### config.mk
export PLATFORM = sky130hd
export DESIGN_NAME = hdmi_audio_packetizer
export DESIGN_NICKNAME = d
export VERILOG_FILES = /design/src/rtl/hdmi_audio_packetizer.sv
export SDC_FILE = /design/constraint.sdc
export NUM_CORES = 1
export LEC_CHECK = 0
export ABC_AREA = 1
export BUFFER_PORTS_ARGS = -buffer_cell sky130_fd_sc_hd__clkbuf_2
export CELL_PAD_IN_SITES_DETAIL_PLACEMENT = 1
export CELL_PAD_IN_SITES_GLOBAL_PLACEMENT = 2
export CORE_MARGIN = 8
export CORE_UTILIZATION = 31
export CTS_CLUSTER_DIAMETER = 200
export CTS_CLUSTER_SIZE = 30
export DETAILED_ROUTE_END_ITERATION = 7
export HOLD_SLACK_MARGIN = 0.03
export PLACE_DENSITY = 0.82
export SYNTH_ARGS = -nofsm -noshare
export SYNTH_HDL_FRONTEND = slang
export SYNTH_SLANG_ARGS = --single-unit
### constraint.sdc
create_clock -name clk -period 19 [get_ports clk]
set_input_delay 3.8 -clock clk [delete_from_list [all_inputs] [get_ports clk]]
set_output_delay 3.8 -clock clk [all_outputs]
set_load 0.05 [all_outputs]
### src/rtl/hdmi_audio_packetizer.sv
// HDMI Audio Sample Packet builder.
// Buffers stereo 16-bit samples in a small FIFO, groups up to four of them
// into one Audio Sample Packet (type 0x02, layout 0) with IEC60958
// channel-status, parity and block-start flags, and offers the packet to the
// data-island scheduler through a valid/ready handshake.
module hdmi_audio_packetizer #(
  parameter int         FIFO_DEPTH = 8,
  parameter logic [3:0] FS_CODE    = 4'b1110,
  parameter logic [3:0] WL_CODE    = 4'b0010
) (
  input  logic                          clk,
  input  logic                          reset,
  input  logic [15:0]                   in_l,
  input  logic [15:0]                   in_r,
  input  logic                          in_stb,
  output logic                          pkt_valid,
  input  logic                          pkt_ready,
  output logic [23:0]                   pkt_hb,
  output logic [223:0]                  pkt_sb,
  output logic                          ovf,
  output logic [$clog2(FIFO_DEPTH):0]   fifo_level
);

  localparam int AW = $clog2(FIFO_DEPTH);
  localparam int LW = AW + 1;

  typedef enum logic [1:0] {
    ST_IDLE    = 2'd0,
    ST_BUILD   = 2'd1,
    ST_PRESENT = 2'd2
  } state_t;

  // IEC60958 channel-status bit for frame f of the 192-frame block.
  function automatic logic cs_bit(input logic [7:0] f);
    logic c;
    c = 1'b0;
    case (f)
      8'd2:    c = 1'b1;
      8'd24:   c = FS_CODE[0];
      8'd25:   c = FS_CODE[1];
      8'd26:   c = FS_CODE[2];
      8'd27:   c = FS_CODE[3];
      8'd32:   c = WL_CODE[0];
      8'd33:   c = WL_CODE[1];
      8'd34:   c = WL_CODE[2];
      8'd35:   c = WL_CODE[3];
      default: c = 1'b0;
    endcase
    return c;
  endfunction

  // Even parity over the 24-bit slot (low byte is zero), V=0, U=0 and C.
  function automatic logic even_parity(input logic [15:0] s, input logic c);
    return ^{s, c};
  endfunction

  // One 56-bit subpacket: L slot, R slot (LSB byte first), then status byte.
  function automatic logic [55:0] make_subpacket(input logic [15:0] l,
                                                 input logic [15:0] r,
                                                 input logic [7:0]  f);
    logic       c;
    logic [7:0] st;
    c  = cs_bit(f);
    st = {even_parity(r, c), c, 1'b0, 1'b0, even_parity(l, c), c, 1'b0, 1'b0};
    return {st, r, 8'h00, l, 8'h00};
  endfunction

  logic [31:0]   mem_r [FIFO_DEPTH];
  logic [AW-1:0] wr_ptr_r;
  logic [AW-1:0] rd_ptr_r;
  logic [LW-1:0] level_r;
  logic          ovf_r;
  state_t        state_r;
  state_t        next_state_s;
  logic [2:0]    n_r;
  logic [2:0]    k_r;
  logic [7:0]    frame_r;
  logic [23:0]   hb_r;
  logic [223:0]  sb_r;
  logic          valid_r;

  logic          full_s;
  logic          push_s;
  logic          pop_s;
  logic          latch_s;
  logic          drop_s;
  logic [2:0]    n_s;
  logic [31:0]   rd_data_s;

  assign full_s    = (level_r == LW'(FIFO_DEPTH));
  assign push_s    = in_stb && (!full_s || pop_s);
  assign drop_s    = in_stb && full_s && !pop_s;
  assign rd_data_s = mem_r[rd_ptr_r];
  assign n_s       = (level_r >= LW'(4)) ? 3'd4 : 3'(level_r);

  // FIFO storage and write pointer.
  always_ff @(posedge clk or posedge reset) begin
    if (reset) begin
      for (int i = 0; i < FIFO_DEPTH; i++) begin
        mem_r[i] <= 32'h0000_0000;
      end
      wr_ptr_r <= '0;
    end else if (push_s) begin
      mem_r[wr_ptr_r] <= {in_l, in_r};
      wr_ptr_r        <= wr_ptr_r + AW'(1);
    end else begin
      wr_ptr_r <= wr_ptr_r;
    end
  end

  // FIFO read pointer, occupancy and sticky overflow flag.
  always_ff @(posedge clk or posedge reset) begin
    if (reset) begin
      rd_ptr_r <= '0;
      level_r  <= '0;
      ovf_r    <= 1'b0;
    end else begin
      if (pop_s) begin
        rd_ptr_r <= rd_ptr_r + AW'(1);
      end else begin
        rd_ptr_r <= rd_ptr_r;
      end
      case ({push_s, pop_s})
        2'b10:   level_r <= level_r + LW'(1);
        2'b01:   level_r <= level_r - LW'(1);
        default: level_r <= level_r;
      endcase
      ovf_r <= ovf_r | drop_s;
    end
  end

  // FSM state register.
  always_ff @(posedge clk or posedge reset) begin
    if (reset) begin
      state_r <= ST_IDLE;
    end else begin
      state_r <= next_state_s;
    end
  end

  // FSM next-state logic.
  always_comb begin
    next_state_s = state_r;
    case (state_r)
      ST_IDLE: begin
        if (level_r != '0) begin
          next_state_s = ST_BUILD;
        end else begin
          next_state_s = ST_IDLE;
        end
      end
      ST_BUILD: begin
        if ((k_r + 3'd1) == n_r) begin
          next_state_s = ST_PRESENT;
        end else begin
          next_state_s = ST_BUILD;
        end
      end
      ST_PRESENT: begin
        if (pkt_ready) begin
          next_state_s = ST_IDLE;
        end else begin
          next_state_s = ST_PRESENT;
        end
      end
      default: next_state_s = ST_IDLE;
    endcase
  end

  // FSM control outputs: when to latch the group size and when to pop.
  always_comb begin
    latch_s = 1'b0;
    pop_s   = 1'b0;
    case (state_r)
      ST_IDLE:    latch_s = (level_r != '0);
      ST_BUILD:   pop_s   = 1'b1;
      ST_PRESENT: pop_s   = 1'b0;
      default: begin
        latch_s = 1'b0;
        pop_s   = 1'b0;
      end
    endcase
  end

  // Packet shadow: cleared when a group is latched, filled one subpacket per pop.
  always_ff @(posedge clk or posedge reset) begin
    if (reset) begin
      n_r     <= 3'd0;
      k_r     <= 3'd0;
      frame_r <= 8'd0;
      hb_r    <= 24'h00_0000;
      sb_r    <= '0;
    end else if (latch_s) begin
      n_r  <= n_s;
      k_r  <= 3'd0;
      hb_r <= 24'h00_0000;
      sb_r <= '0;
    end else if (pop_s) begin
      sb_r[56*k_r[1:0] +: 56] <= make_subpacket(rd_data_s[31:16], rd_data_s[15:0], frame_r);
      hb_r[7:0]   <= 8'h02;
      hb_r[11:8]  <= hb_r[11:8] | (4'b0001 << k_r[1:0]);
      hb_r[23:20] <= hb_r[23:20] | ((frame_r == 8'd0) ? (4'b0001 << k_r[1:0]) : 4'b0000);
      k_r         <= k_r + 3'd1;
      frame_r     <= (frame_r == 8'd191) ? 8'd0 : frame_r + 8'd1;
    end else begin
      n_r <= n_r;
      k_r <= k_r;
    end
  end

  // Registered packet-valid, high exactly while the FSM sits in PRESENT.
  always_ff @(posedge clk or posedge reset) begin
    if (reset) begin
      valid_r <= 1'b0;
    end else begin
      valid_r <= (next_state_s == ST_PRESENT);
    end
  end

  assign pkt_valid  = valid_r;
  assign pkt_hb     = hb_r;
  assign pkt_sb     = sb_r;
  assign ovf        = ovf_r;
  assign fifo_level = level_r;

endmodule

==> results.py, run 1 <==
metrics = {
    "run_status": {
        "status": "finished, final reports clean",
    },
    "logic_synthesis": {
        "syn-cell-area_um2": 24110,
        "synthAdderAreaFrac": 0.008614,
        "synthArstFlopShare": 1.000,
        "synth_flop_cell": "dfrtp_1",
        "synth-edff-count": 0,
        "synth_seq_cells": 517,
        "synth-seq-area-share": 0.5366,
        "synth_simple_gate_area_share": 0.2360,
        "syn_area_per_cell_um2": 7.960,
        "synthCells": 3029,
        "synth.area.mux_share": 0.0004151,
        "synth-xor-area-share": 0.004722,
        "synth_top_family_by_area": "simple AND/OR/NAND/NOR gates",
        "synth-compound-area-share": 0.1341,
        "synth_cell_types": 48,
        "yosysWarningCount": 0,
    },
    "floorplan": {
        "rows": 102,
        "chipHeight_um": 294.9,
        "fp.dieArea_um2": 86960,
        "io_pins": 290,
        "start_util": 0.3123,
        "die-width_um": 294.9,
        "core_um2": 77210,
    },
    "drt": {
        "wl_per_cell_um": 19.41,
        "routed_wl_um": 82260,
        "dr.pass1.iters": 5,
        "antenna_left": 0,
        "via_per_inst": 4.820,
        "drc": 0,
        "first_iter_violations": 1051,
        "num_vias": 20430,
    },
    "setup_path": {
        "crit_type": "in2async",
        "r2r-start": "fifo_level[2]",
        "worstReg2RegEnd": "pkt_sb[96]",
        "startpoint_type": "primary input",
        "worstPathArrival_ns": 6.95,
        "required_ns": 19.58,
        "startpoint": "reset",
        "rr_worst_depth": 13,
        "setup.worst_path.end_class": "async pin",
        "crit_path_end": "pkt_sb[151]",
        "critPathMaxFanout": 141,
        "r2r_slack_ns": 13.95,
    },
    "min_path": {
        "hp-class": "reg2reg",
        "hold_start": "mem_r[95]",
    },
    "timing": {
        "hold_violations": 0,
        "finalCritPeriodShare": 0.3349,
        "tightest_slew_ns": 1.065,
        "setup_tns_ns": 0,
        "setup_violations": 0,
        "slew_viol_final": 0,
        "relSlewSlack": 0.2890,
        "skew_ns": 0.04455,
        "fin_crit_ns": 6.363,
        "hold_slack_ns": 0.4906,
        "rsz0062_at_grt": "false",
        "max_freq_mhz": 157.2,
    },
    "global_route": {
        "track_usage": 0.1868,
        "grt.met3_usage": 0.02462,
        "grt_pass1_vias": 21170,
        "overflow": 0,
        "grt_max_degree": 142,
        "grt_busiest_layer": "met2",
        "met2_usage": 0.3182,
        "grt_pass1_wl_um": 129300,
        "met1_usage": 0.2509,
        "antenna_found_initial": 3,
    },
    "placement": {
        "hpwl_um": 56690,
        "placed_area_um2": 26270,
        "gp_congestion": 0.8795,
        "io_buffer_count": 274,
    },
    "layout": {
        "area_delta_synth_final_pct": 11.35,
        "final_core_util": 0.3477,
        "drive_above_1_share": 0.1198,
        "nets": 3246,
        "nFillCells": 9514,
        "final_cell_area_um2": 26850,
    },
    "power_and_ir_drop": {
        "p_per_area_nw_per_um2": 196.6,
        "power_mw": 5.278,
        "max-vdd-ir-drop_uv": 91.44,
        "p_leak_nw": 13.83,
    },
    "clocking": {
        "cts-root-buf": "clkbuf_16",
        "cts_hold_buffers": 0,
        "clk_path_buf_depth": 3,
        "cts_resized": 0,
        "path_clk_slew_ns": 0.11,
        "cts_max_level": 1,
        "cts_setup_buffers": 0,
        "numCtsBuffers": 21,
        "cts_tree": "done",
        "clk_latency_ns": 0.61,
        "cts.sink_count": 517,
    },
    "flow_run": {
        "cap_viol_max_count": 0,
    },
}
-- layout by cell type, fill, tap and decap left out, types with 4 or more instances in the layout --
cell type	Yosys	final
a32o_1	5	5
dfrtp_1	517	513
clkbuf_2	1	274
o211ai_1	7	7
xor2_1	9	9
nand2_1	1038	1038
inv_1	257	256
clkbuf_16	0	21
o31ai_1	4	4
conb_1	1	15
o21ai_1	17	17
nand4_1	9	9
nand3_2	7	7
ha_1	15	15
nand4_2	8	8
o21ai_2	11	11
o21ai_0	514	514
a21oi_1	14	13
buf_4	20	34
nor2_4	0	4
a22o_1	9	9
a22oi_1	5	5
xnor2_1	4	4
nand3_1	121	121
o22ai_1	12	12
clkinv_1	5	5
nor2_1	227	221
-- critical path: stages --
cell	delay (ns)
clkbuf_2	0.12
inv_8	0.53
buf_12	0.62
buf_4	0.79
buf_4	0.89
-- registers in the layout, summed over array words and instances, names as in the netlist, 3 cells and up --
| signal | cells |
|---|---|
| wr_ptr_r | 3 |
| fifo_level | 4 |
| pkt_sb | 224 |
| frame_r | 8 |
| mem_r | 256 |
| n_r | 3 |
| rd_ptr_r | 3 |
| pkt_hb | 9 |
| k_r | 3 |
-- stage by stage --
step           setup slack, ns  cells
3_3_place_gp             11.82   4211
2_1_floorplan           0.7584   3043
4_1_cts                  12.49   4237
3_5_place_dp             11.83   4211
5_1_grt                  12.09   4237
6_report                 12.64   4238
-- routing by layer --
layer	vias up	routed length, um
met5	-	13
met4	2	1999
met3	82	3793
met2	379	38820
met1	10080	37620
li1	9881	-
-- how the worst min path moves through the flow --
stage                  end  slack [ns]  depth (start not counted)
2_1_floorplan   mem_r[129]        0.45                          2
3_3_place_gp     mem_r[82]        0.46                          2
3_5_place_dp     mem_r[68]        0.47                          2
4_1_cts          mem_r[27]        0.50                          2
5_1_grt        pkt_sb[151]        0.51                          2
6_report         mem_r[95]        0.49                          2
-- cell usage after synthesis, types with 5 or more instances --
library cell,number,area share
nand2_1,1038,0.16
dfrtp_1,517,0.54
o21ai_0,514,0.11
inv_1,257,0.040
nor2_1,227,0.035
nand3_1,121,0.025
clkbuf_1,102,0.016
buf_2,34,0.0071
buf_4,20,0.0062
o21ai_1,17,0.0035
buf_6,15,0.0070
ha_1,15,0.0078
a21oi_1,14,0.0029
o22ai_1,12,0.0031
o21ai_2,11,0.0040
a22o_1,9,0.0033
buf_1,9,0.0014
nand4_1,9,0.0023
xor2_1,9,0.0033
nand4_2,8,0.0042
nand3_2,7,0.0029
o211ai_1,7,0.0022
a22oi_1,5,0.0016
a32o_1,5,0.0021
clkinv_1,5,0.00078
-- power breakdown --
part	internal (mW)	leakage [nW]	switching, mW
Combinational	0.741	6.75	2.32
Sequential	1.44	6.81	0.207
Clock	0.207	0.278	0.361
-- cell type report --
cell class | count | area (um2) | area share
timing repair buffer | 309 | 1647 | 0.06133
inverter | 267 | 1013 | 0.03775
sequential | 517 | 12940 | 0.4822
clock inverter | 2 | 38.79 | 0.001445
multi-input combinational | 2078 | 9364 | 0.3488
antenna | 1 | 2.502 | 0.00009321
tap | 1040 | 1301 | 0.04847
clock buffer | 24 | 536.8 | 0.01999
-- logic make-up after synthesis --
family,Yosys count
simple gates,1425
compound gates,608
flops,517
buf+inv,448
fa+ha+maj,16
xor+xnor,13
other cells,1
mux,1
No activity file was read; power rests on OpenSTA's default activity.
==> inputs of run 2 (changes only) <==
ABC_AREA = 0   (was 1)
CORE_UTILIZATION = 36   (was 31)
PLACE_DENSITY = 0.81   (was 0.82)
clock period = 5.7 ns   (was 19 ns; I/O delays follow)
==> run 2 against run 1 <==
Sequential share of layout area grew 2.8 points. Global-route usage grew 0.64 points. Hold slack gained 0.0023 ns. Core utilization grew 5.8 points. First-iteration DRC count shrank 2.0%. Wire length shrank 15%. Critical path depth grew 4. Via count shrank 27%. Non-clock buffer count shrank 5. Die area shrank 18%. Clock-buffer cell count is the same.
==> results.py, run 2 <==
metrics = {
    "run_status": {
        "status": "finished, final reports clean",
    },
    "logic_synthesis": {
        "synth_top_area_frac": 0.5715,
        "synth.area.top_cells": "dfrtp_1 57%, mux2_2 13%, mux4_2 5.1%",
        "synth_common_cells": "517 x dfrtp_1, 266 x mux2_2, 115 x a22o_1, 95 x nand2_1, 81 x nor2_1",
        "synth_cell_types": 65,
        "synth_seq_cells": 517,
        "synth-edff-count": 0,
        "yosysWarningCount": 0,
        "synthArstFlopShare": 1.000,
        "synth_flop_cell": "dfrtp_1",
        "synthCells": 1673,
        "syn-cell-area_um2": 22640,
        "syn_area_per_cell_um2": 13.53,
        "yosysTopAreaCell": "dfrtp_1",
        "synth-seq-area-share": 0.5715,
        "synth.most_common_cell": "dfrtp_1",
    },
    "setup_path": {
        "worstReg2RegEnd": "pkt_sb[103]",
        "startpoint_type": "flip-flop",
        "r2r_slack_ns": 1.71,
        "cp_slowest_cell": "dfrtp_2",
        "rr_worst_depth": 9,
        "required_ns": 6.17,
        "setup.worst_path.end_class": "flip-flop",
        "cp_cell_sequence": "buf_4 -> mux4_1 -> mux2i_2 -> xnor2_1 -> xnor2_1 -> xnor2_1 -> xnor3_2 -> a21o_1 -> a22o_1",
        "worstPathArrival_ns": 4.45,
        "crit_type": "reg2reg",
        "r2r-start": "rd_ptr_r[2]",
        "cpMostUsedCell": "xnor2_1",
        "cp_slowest_stage_delay_ns": 1.12,
        "critPathMaxFanout": 37,
    },
    "placement": {
        "gp_congestion": 0.8546,
        "io_buffer_count": 274,
        "place_inst": 2707,
        "hpwl_um": 48910,
    },
    "drt": {
        "num_vias": 14930,
        "wl_per_cell_um": 25.58,
        "antenna_left": 0,
        "dr.pass1.iters": 5,
        "routed_wl_um": 69930,
        "drc": 0,
        "via_per_inst": 5.460,
        "first_iter_violations": 1030,
    },
    "min_path": {
        "hp-class": "reg2reg",
        "hold_depth": 2,
        "hold_path_end": "pkt_sb[149]",
        "hold_start": "pkt_sb[149]",
    },
    "layout": {
        "drive_above_1_share": 0.3621,
        "final_cell_mix": "513 x dfrtp_1, 274 x clkbuf_2, 266 x mux2_2",
        "stdcell_count": 2734,
        "area_delta_synth_final_pct": 12.14,
        "nets": 1936,
        "regMostFlops": "mem_r",
        "largest_register_ffs": 256,
        "final_common_cell": "dfrtp_1",
    },
    "clocking": {
        "path_clk_slew_ns": 0.12,
        "clk_latency_ns": 0.58,
        "cts_resized": 0,
        "numCtsBuffers": 21,
        "cts_max_level": 1,
        "cts_hold_buffers": 0,
        "clk_path_buf_depth": 3,
        "cts_tree": "done",
        "cts.sink_count": 517,
        "cts-root-buf": "clkbuf_16",
        "cts_setup_buffers": 0,
    },
    "floorplan": {
        "chipHeight_um": 266.8,
        "fp.dieArea_um2": 71170,
        "start_util": 0.3615,
        "die-width_um": 266.8,
        "io_pins": 290,
        "core_um2": 62620,
        "rows": 92,
    },
    "timing": {
        "hold_violations": 0,
        "tightest_slew_ns": 1.329,
        "skew_ns": 0.04055,
        "max_freq_mhz": 250.7,
        "fin_crit_ns": 3.990,
        "rsz0062_at_grt": "false",
        "setup_tns_ns": 0,
        "relSlewSlack": 0.1025,
        "slew_viol_final": 0,
        "finalCritPeriodShare": 0.6999,
        "setup_violations": 0,
    },
    "global_route": {
        "overflow": 0,
        "grt_pass1_wl_um": 106800,
        "grt_max_degree": 179,
        "grt_pass1_vias": 16050,
        "track_usage": 0.1932,
        "antenna_found_initial": 8,
    },
    "flow_run": {
        "cap_viol_max_count": 0,
    },
}
==> run 2: metrics by stage <==
| stage | hold WS, ns | setup slack [ns] | instance area, um2 | utilization |
|---|---|---|---|---|
| 3_3_place_gp | 0.4649 | 1.821 | 24820 | 0.3963 |
| 5_1_grt | 0.5081 | 1.629 | 25380 | 0.4053 |
| 3_5_place_dp | 0.4705 | 1.794 | 24820 | 0.3963 |
| 2_1_floorplan | 0.4704 | -2.462 | 22700 | - |
| 6_report | 0.4930 | 1.710 | 25390 | 0.4054 |
| 4_1_cts | 0.4989 | 1.784 | 25380 | 0.4053 |
==> run 2: cells by family (layout without fill, tap and decap cells) <==
logic type | count (synthesis) | after routing | synth area share
flops | 517 | 517 | 0.5715
compound gates | 303 | 303 | 0.09567
other cells | 1 | 17 | 0.0001656
simple gates | 277 | 277 | 0.05659
xor+xnor | 50 | 50 | 0.02167
mux | 358 | 358 | 0.2126
fa+ha+maj | 16 | 16 | 0.009174
buf+inv | 151 | 350 | 0.03266
==> run 2: area by class of cell <==
class,instances,area [um2]
tap,846,1059
clock inverter,1,30.03
inverter,21,82.58
multi-input combinational,1019,9095
fill,6612,37230
clock buffer,24,536.8
timing repair buffer,304,1634
sequential,517,12940
antenna,2,5.005
==> run 2: worst max-delay path by stage <==
stage,depth (start not counted),slack (ns),start,end
finish,9,1.71,rd_ptr_r[2],pkt_sb[103]
floorplan,1,-2.46,reset,fifo_level[0]
CTS,9,1.78,rd_ptr_r[2],pkt_sb[103]
global route,9,1.63,rd_ptr_r[2],pkt_sb[103]
detailed placement,9,1.79,rd_ptr_r[2],pkt_sb[167]
global placement,9,1.82,rd_ptr_r[2],pkt_sb[103]
==> run 2: routing by layer <==
layer / track usage / vias up / routed length (um)
met4: 0.04470 / 12 / 1508
met2: 0.3202 / 385 / 33880
met5: 0 / - / 81
met1: 0.2600 / 8030 / 30290
met3: 0.03905 / 92 / 4173
li1: - / 6408 / -
==> run 2: critical path: cells and delay by family (launching register included) <==
kind / cells / cell delay (ns)
flip-flops: 1 / 1.12
XOR/XNOR: 4 / 1.00
buffers and inverters: 1 / 0.49
AO/OA/AOI/OAI: 2 / 0.42
multiplexers: 2 / 0.80
Power of run 2 is left out: the tool's default activity adds up to more than one toggle a clock period on the data nets, which glitch-free logic cannot reach.
==> inputs of run 3 (changes only) <==
CORE_UTILIZATION = 40   (was 36)
PLACE_DENSITY = 0.85   (was 0.81)
clock period = 4.16 ns   (was 5.7 ns; I/O delays follow)
==> run 3 against run 2 <==
Core utilization rose by 4.9 points. Non-clock buffer count up 24. First-iteration DRC count down 16%. Via count grew 0.52%. Cell area increased by 0.51%. Flip-flop and latch count is the same. Highest routed layer unchanged. Sequential share of layout area down 0.26 points. Critical path type unchanged. Critical path depth is the same.
==> results.py, run 3 (same netlist as run 2, synthesis figures left out) <==
metrics = {
    "floorplan": {
        "chipHeight_um": 253.9,
        "io_pins": 290,
        "fp.dieArea_um2": 64470,
        "die-width_um": 253.9,
        "rows": 87,
        "start_util": 0.4031,
        "core_um2": 56170,
    },
    "global_route": {
        "grt_max_degree": 86,
        "overflow": 0,
        "grt_pass1_wl_um": 105000,
        "met2_usage": 0.3503,
        "antenna_found_initial": 6,
        "met1_usage": 0.2817,
        "track_usage": 0.2103,
        "grt_busiest_layer": "met2",
        "grt_pass1_vias": 16140,
        "grt.met3_usage": 0.03763,
    },
    "clocking": {
        "numCtsBuffers": 21,
        "cts_setup_buffers": 0,
        "path_clk_slew_ns": 0.13,
        "clk_latency_ns": 0.57,
        "clk_path_buf_depth": 3,
        "cts_resized": 0,
        "cts-root-buf": "clkbuf_16",
        "cts_hold_buffers": 0,
        "cts.sink_count": 517,
        "cts_max_level": 1,
        "cts_tree": "done",
    },
    "setup_path": {
        "r2r_slack_ns": 0.64,
        "r2r-start": "rd_ptr_r[0]",
        "critPathMaxFanout": 17,
        "setup.worst_path.end_class": "flip-flop",
        "cp_cell_sequence": "buf_4 -> mux4_2 -> mux2i_2 -> xnor2_1 -> xnor2_1 -> xnor2_1 -> xnor3_2 -> a21oi_2 -> o21ai_1",
        "cp_slowest_cell": "dfrtp_2",
        "worstReg2RegEnd": "pkt_sb[99]",
        "cpMostUsedCell": "xnor2_1",
        "worstPathArrival_ns": 3.98,
        "crit_type": "reg2reg",
        "startpoint_type": "flip-flop",
        "rr_worst_depth": 9,
        "cp_slowest_stage_delay_ns": 0.72,
        "required_ns": 4.62,
    },
    "timing": {
        "hold_violations": 0,
        "skew_ns": 0.03702,
        "setup_ws_ns": 0.6438,
        "setup_violations": 0,
        "finalCritPeriodShare": 0.8452,
        "rsz0062_at_grt": "false",
        "max_freq_mhz": 284.4,
        "slew_viol_final": 0,
        "relSlewSlack": 0.2980,
        "fin_crit_ns": 3.516,
        "tightest_slew_ns": 1.045,
    },
    "layout": {
        "final_cell_area_um2": 25520,
        "final_common_cell": "dfrtp_1",
        "final_core_util": 0.4543,
        "nets": 1960,
        "final_cell_mix": "513 x dfrtp_1, 274 x clkbuf_2, 266 x mux2_2",
        "regMostFlops": "mem_r",
        "largest_register_ffs": 256,
        "area_delta_synth_final_pct": 12.71,
        "drive_above_1_share": 0.3696,
        "stdcell_count": 2669,
    },
    "drt": {
        "drc": 0,
        "first_iter_violations": 865,
        "routed_wl_um": 68450,
        "via_per_inst": 5.622,
        "dr.pass1.iters": 5,
        "num_vias": 15000,
        "wl_per_cell_um": 25.64,
        "antenna_left": 0,
    },
    "power_and_ir_drop": {
        "p_seq_frac": 0.328,
        "p_int_mw": 12.99,
        "pwr-share-clk": 0.102,
        "switching_power_mw": 11.44,
        "combinationalPowerShare": 0.570,
        "max-vdd-ir-drop_uv": 1127,
        "p_per_area_nw_per_um2": 957.4,
        "power_switching_share": 0.4684,
        "p_leak_nw": 11.93,
    },
    "run_status": {
        "status": "finished, final reports clean",
    },
    "flow_run": {
        "cap_viol_max_count": 0,
    },
    "placement": {
        "place_inst": 2641,
        "io_buffer_count": 274,
        "dpl_worst_slack_ns": 0.6728,
        "placed_area_um2": 24940,
        "gp_congestion": 0.8513,
        "hpwl_um": 48860,
    },
    "min_path": {
        "hp-class": "in2async",
    },
}
-- run 3: changes by cell type in the layout (fill, tap and decap cells not counted) --
cell     change
nand2_1      +1
nand2_2      -1
buf_4       +19
buf_12       +5
diode_2      +1
-- run 3: how the worst max path moves through the flow --
stage / startpoint / end
3_3_place_gp: rd_ptr_r[0] / pkt_sb[171]
6_report: rd_ptr_r[0] / pkt_sb[99]
3_5_place_dp: rd_ptr_r[0] / pkt_sb[99]
5_1_grt: rd_ptr_r[0] / pkt_sb[99]
4_1_cts: rd_ptr_r[0] / pkt_sb[99]
2_1_floorplan: reset / fifo_level[0]
-- run 3: layout make-up --
class / count / area, um2
diodes: 3 / 7.507
clock buffers: 24 / 536.8
clock inverters: 1 / 30.03
fillers: 5852 / 30650
inverters: 21 / 82.58
multi-input cells: 1019 / 9092
flip-flops and latches: 517 / 12940
well taps: 756 / 945.9
repair buffers: 328 / 1877
-- run 3: metal layers --
metal	part of all wire	wire length, um
met2	0.49	33210
met1	0.42	29000
met5	0.00054	37
met4	0.030	2087
met3	0.060	4107
-- run 3: worst max-delay path: cells and delay by family (launching register included) --
kind                      cells  cell delay, ns
DFF                           1            0.72
muxes                         2            0.91
xor gates and xnor gates      4            1.04
buffers and inverters         1            0.42
AOI/OAI and AO/OA             2            0.31
-- run 3: metrics by stage --
stage	setup TNS (ns)	hold WS, ns	power, mW
2_1_floorplan	-1909.93	0.4704	17.99
3_3_place_gp	0	0.4599	21.63
3_5_place_dp	0	0.4686	22.00
4_1_cts	0	0.4176	24.51
5_1_grt	0	0.4580	25.65
6_report	0	0.4117	24.43
-- run 3: power groups by stage --
| stage | clock (mW) | combinational (mW) | sequential, mW |
|---|---|---|---|
| floorplan | 0 | 9.15 | 8.85 |
| global placement | 0 | 13.6 | 7.98 |
| detailed placement | 0 | 13.9 | 8.10 |
| CTS | 2.57 | 13.9 | 8.01 |
| global route | 2.71 | 14.7 | 8.23 |
| finish | 2.50 | 13.9 | 8.01 |
